[src/rtl/bias_enable_sequencer.sv]
// bias_enable_sequencer: power-up sequencer driving bg_enable of the bias generator.
// Ports: clk, rst_n (async active-low); en_req (sync level request);
// supply_ok, bias_fault (async, 2-flop synchronized); bg_enable, bias_ready,
// lockout, retry_cnt[2:0], state[2:0] (debug encoding), all registered.
module bias_enable_sequencer #(
    parameter int SUPPLY_DEB_CYC = 16,
    parameter int SETTLE_CYC     = 200,
    parameter int COOLDOWN_CYC   = 64,
    parameter int MAX_RETRY      = 3,
    parameter int CNT_W          = 10
) (
    input  logic       clk,
    input  logic       rst_n,
    input  logic       en_req,
    input  logic       supply_ok,
    input  logic       bias_fault,
    output logic       bg_enable,
    output logic       bias_ready,
    output logic       lockout,
    output logic [2:0] retry_cnt,
    output logic [2:0] state
);
    localparam logic [2:0] S_OFF      = 3'd0;
    localparam logic [2:0] S_SUP_WAIT = 3'd1;
    localparam logic [2:0] S_SETTLE   = 3'd2;
    localparam logic [2:0] S_ON       = 3'd3;
    localparam logic [2:0] S_COOLDOWN = 3'd4;
    localparam logic [2:0] S_LOCKOUT  = 3'd5;
    localparam logic [CNT_W-1:0] DEB_LAST    = CNT_W'(SUPPLY_DEB_CYC - 1);
    localparam logic [CNT_W-1:0] SETTLE_LAST = CNT_W'(SETTLE_CYC - 1);
    localparam logic [CNT_W-1:0] COOL_LAST   = CNT_W'(COOLDOWN_CYC - 1);
    localparam logic [CNT_W-1:0] CNT_MAX     = '1;
    logic [1:0]       sok_sync, flt_sync;
    logic             supply_ok_s, bias_fault_s, fault, retry_ok;
    logic [2:0]       state_nxt, retry_nxt;
    logic [CNT_W-1:0] cnt, cnt_nxt;
    assign supply_ok_s  = sok_sync[1];
    assign bias_fault_s = flt_sync[1];
    assign fault        = bias_fault_s | ~supply_ok_s;
    assign retry_ok     = retry_cnt < 3'(MAX_RETRY);
    always_comb begin
        state_nxt = state;
        retry_nxt = retry_cnt;
        if (state != S_OFF && !en_req)
            state_nxt = S_OFF;
        else
            case (state)
                S_OFF:      state_nxt = en_req ? S_SUP_WAIT : S_OFF;
                S_SUP_WAIT: state_nxt = (supply_ok_s && cnt == DEB_LAST) ? S_SETTLE : S_SUP_WAIT;
                S_SETTLE, S_ON: begin
                    // fault outranks settle expiry
                    if (fault) begin
                        state_nxt = retry_ok ? S_COOLDOWN : S_LOCKOUT;
                        retry_nxt = retry_cnt + {2'b0, retry_ok};
                    end else if (state == S_SETTLE && cnt == SETTLE_LAST)
                        state_nxt = S_ON;
                end
                S_COOLDOWN: state_nxt = (cnt == COOL_LAST) ? S_SUP_WAIT : S_COOLDOWN;
                default:    state_nxt = state;
            endcase
        if (state_nxt == S_OFF)
            retry_nxt = '0;
        // debounce restarts on any low supply sample; otherwise saturating count
        cnt_nxt = (state_nxt != state || (state == S_SUP_WAIT && !supply_ok_s)) ? '0 :
                  (cnt == CNT_MAX) ? cnt : cnt + 1'b1;
    end
    always_ff @(posedge clk or negedge rst_n) begin
        if (!rst_n) begin
            sok_sync   <= '0;
            flt_sync   <= '0;
            state      <= S_OFF;
            cnt        <= '0;
            retry_cnt  <= '0;
            bg_enable  <= 1'b0;
            bias_ready <= 1'b0;
            lockout    <= 1'b0;
        end else begin
            sok_sync   <= {sok_sync[0], supply_ok};
            flt_sync   <= {flt_sync[0], bias_fault};
            state      <= state_nxt;
            cnt        <= cnt_nxt;
            retry_cnt  <= retry_nxt;
            bg_enable  <= state_nxt == S_SETTLE || state_nxt == S_ON;
            bias_ready <= state_nxt == S_ON;
            lockout    <= state_nxt == S_LOCKOUT;
        end
    end
endmodule
[config.mk]
export PLATFORM = sky130hd
export DESIGN_NAME = bias_enable_sequencer
export DESIGN_NICKNAME = d
export VERILOG_FILES = /design/src/rtl/bias_enable_sequencer.sv
export SDC_FILE = /design/constraint.sdc
export NUM_CORES = 1
export LEC_CHECK = 0
export ABC_AREA = 0
export ABC_CLOCK_PERIOD_IN_PS = 2700
export CORE_ASPECT_RATIO = 0.6
export CORE_MARGIN = 2
export CORE_UTILIZATION = 30
export DETAILED_ROUTE_END_ITERATION = 12
export SYNTH_ARGS = -nofsm -noshare
export SYNTH_HDL_FRONTEND = slang
export SYNTH_SLANG_ARGS = --single-unit
[constraint.sdc]
create_clock -name clk -period 2.7 [get_ports clk]
set_clock_uncertainty 0.1 [all_clocks]
set_input_delay 0.405 -clock clk [delete_from_list [all_inputs] [get_ports clk]]
set_output_delay 0.405 -clock clk [all_outputs]
set_load 0.02 [all_outputs]
==> flow_summary.json <==
{
  "first_global_vias": 1126,
  "postCtsHoldBufs": 0,
  "synth.avg_cell_area_sq_um": 9.59,
  "crit_type": "reg -> reg",
  "rows": 19,
  "peakVddDrop_mv": 0.365,
  "wire_per_inst_um": 15.1,
  "max_stage_delay_ns": 0.49,
  "clockBufferDepth": 2,
  "stdcell_area_sq_um": 1720,
  "cts_buffers": 3,
  "routed.top_layer": "met4",
  "ys_seq_area_share_pct": 38.7,
  "synth_adder_area_share_pct": 2.53,
  "synthMuxAreaShare_pct": 10.4,
  "ctsResizeCount": 0,
  "fin_ws_ns": 0.467,
  "grt_pass1_wl_um": 5790,
  "cts_setup_buffers": 0,
  "place_ws_ns": 0.503,
  "comb_power_share_pct": 20.2,
  "io-pin-count": 14,
  "drt-vias-per-instance": 5.40,
  "route.met2.wl_um": 1250,
  "p_leak_nw": 0.694,
  "tightestPinTransition_ns": 0.604,
  "diodes": 0,
  "required_ns": 2.76,
  "finalHoldViolCount": 0,
  "power_density_nw_per_um2": 440,
  "wl_met3_um": 267,
  "synth-xor-area-share_pct": 1.18,
  "p_seq_share_pct": 49.8,
  "gr-usage-all-layers_pct": 13.9,
  "path_clk_slew_ns": 0.09,
  "critical_path.startpoint_type": "register",
  "synth_compound_area_share_pct": 15.7,
  "drive_above_1_share_pct": 12.0,
  "initial_core_util_pct": 31.9,
  "cp_cell_sequence": "ha_1, and2_1, nand4_1, or2_1, o2111ai_1, mux2i_1",
  "drt_iter0_drc": 152,
  "p_int_mw": 0.530,
  "antenna_found_initial": 0,
  "crit_path_max_fanout": 18,
  "clock_latency_ns": 0.27,
  "die_w_um": 94.9,
  "grt_max_degree": 24,
  "p_switching_mw": 0.227,
  "fin_setup_tns_ns": 0,
  "period_minus_slack_ns": 2.23,
  "ctsHtreeMaxLevel": 1,
  "vias": 1243,
  "place_area_sq_um": 1670,
  "cts_tree": "built",
  "drc_errors": 0,
  "cap_violations": 0,
  "wirelength_um": 3480,
  "slew_headroom_pct": 59.7,
  "final_nets": 176,
  "slowest_stage": "or2_1",
  "dieArea_sq_um": 5550,
  "wl_met1_um": 1950,
  "rsz0062_at_grt": "no",
  "post-route-period-util_pct": 82.7,
  "yosysUniqueCellTypes": 41,
  "portBuffers": 13,
  "max_freq_mhz": 448,
  "swShare_pct": 30.0,
  "slew_violations": 0,
  "synth.net_count": 163,
  "synth_simple_gate_area_share_pct": 25.3,
  "clkPwrFrac_pct": 30.0,
  "finalPower_mw": 0.757,
  "setup-violations-final": 0,
  "hold_path_class": "reg -> reg",
  "cts_root_buf": "clkbuf_8",
  "synth_top_family_by_area": "simple AND/OR/NAND/NOR gates",
  "netlist_area_sq_um": 1490,
  "dp_hpwl_um": 2530,
  "drt-pass1-iter-count": 4,
  "final_common_cell": "dfrtp_1",
  "critical_path_arrival_ns": 2.29,
  "outcome": "completed",
  "ys_seq_elements": 23,
  "coreArea_sq_um": 4660,
  "layout_common_cells": "dfrtp_1, nand4_1, clkdlybuf4s50_1, mux2i_1, nor2_1",
  "netlist_instances": 155,
  "ys_warn_count": 0,
  "cts.sinks": 23,
  "place_congestion": 0.816,
  "die_y_um": 58.5,
  "grt_overflow": 0,
  "end_kind": "register",
  "area_growth_pct": 15.7,
  "postRouteAntennaNets": 0
}
==> synthesized netlist by cell type, drive strengths merged <==
cell | n | share of area [%]
nor4 | 4 | 3.1
clkbuf | 2 | 0.51
o21a | 1 | 0.51
a32oi | 1 | 1.1
nand3 | 4 | 1.3
mux2i | 12 | 8.1
and4bb | 1 | 0.84
nor2b | 1 | 0.42
nand3b | 1 | 0.51
o21ai | 7 | 2.4
and3 | 3 | 1.3
nand4 | 18 | 8.0
nor4b | 1 | 0.59
and2 | 2 | 0.84
inv | 6 | 1.5
and4 | 2 | 1.2
a22oi | 1 | 0.84
ha | 3 | 2.5
o2111ai | 4 | 2.4
nand2b | 1 | 0.42
and2b | 1 | 0.51
nor3b | 2 | 1.0
a31oi | 5 | 2.5
o31ai | 2 | 1.0
a21oi | 10 | 3.4
buf | 9 | 4.2
a211oi | 1 | 0.51
a41oi | 2 | 1.2
nand2 | 8 | 2.0
dfrtp | 23 | 39
nor2 | 11 | 2.8
xor2 | 2 | 1.2
or2 | 1 | 0.42
mux2 | 3 | 2.3
==> per-layer routing <==
metal | vias to the layer above | track usage, %
met2 | 48 | 16.3
met4 | 0 | 2.90
met5 | - | 0
met3 | 2 | 3.84
met1 | 578 | 23.7
li1 | 615 | -
==> power groups by stage <==
stage	Sequential [mW]	Clock [mW]	Combinational, mW
after floorplan	0.385	0	0.100
after global placement	0.383	0	0.151
after detailed placement	0.384	0	0.153
after CTS	0.377	0.232	0.153
after global routing	0.380	0.251	0.172
final	0.377	0.227	0.153
==> flip-flops by register name, indices dropped and copies added, names as in the netlist <==
signal	flops
sok_sync	2
lockout	1
bg_enable	1
state	3
flt_sync	2
bias_ready	1
cnt	10
retry_cnt	3
==> kinds of logic after synthesis <==
logic type | after synthesis
simple gates | 61
fa+ha+maj | 3
mux | 15
compound gates | 34
xor+xnor | 2
buf+inv | 17
flops | 23
==> layout make-up <==
| type | instances | area, sq um |
|---|---|---|
| clock buffers | 3 | 41.3 |
| clock inverters | 1 | 7.51 |
| fillers | 492 | 2940 |
| inverters | 6 | 22.5 |
| multi-input cells | 115 | 818 |
| flip-flops and latches | 23 | 576 |
| well taps | 63 | 78.8 |
| repair buffers | 19 | 175 |
==> path summary, 6_finish.rpt <==
kind	from	end	slack, ns	cells past startpoint
max reg2reg	cnt[0]	cnt[7]	0.47	6
min	sok_sync[0]	sok_sync[1]	0.25	0
max	cnt[0]	cnt[7]	0.47	6
min reg2reg	sok_sync[0]	sok_sync[1]	0.25	0
max in group asynchronous	rst_n	state[2]	1.89	2
min in group asynchronous	rst_n	bias_ready	0.38	2
==> critical path, delay by kind of cell, from the launching register on <==
kind            cells  cell delay (ns)
compound gates      1             0.20
fa+ha+maj           1             0.29
flops               1             0.41
mux                 1             0.10
simple gates        3             1.02
==> through the flow <==
step	hold WS (ns)	util, %	cells
floorplan	0.00941	-	155
global route	0.262	36.9	230
global placement	0.235	35.8	226
finish	0.254	36.9	230
CTS	0.256	36.9	230
detailed placement	0.236	35.8	226
Note: power is estimated with default switching activity, not from simulation.
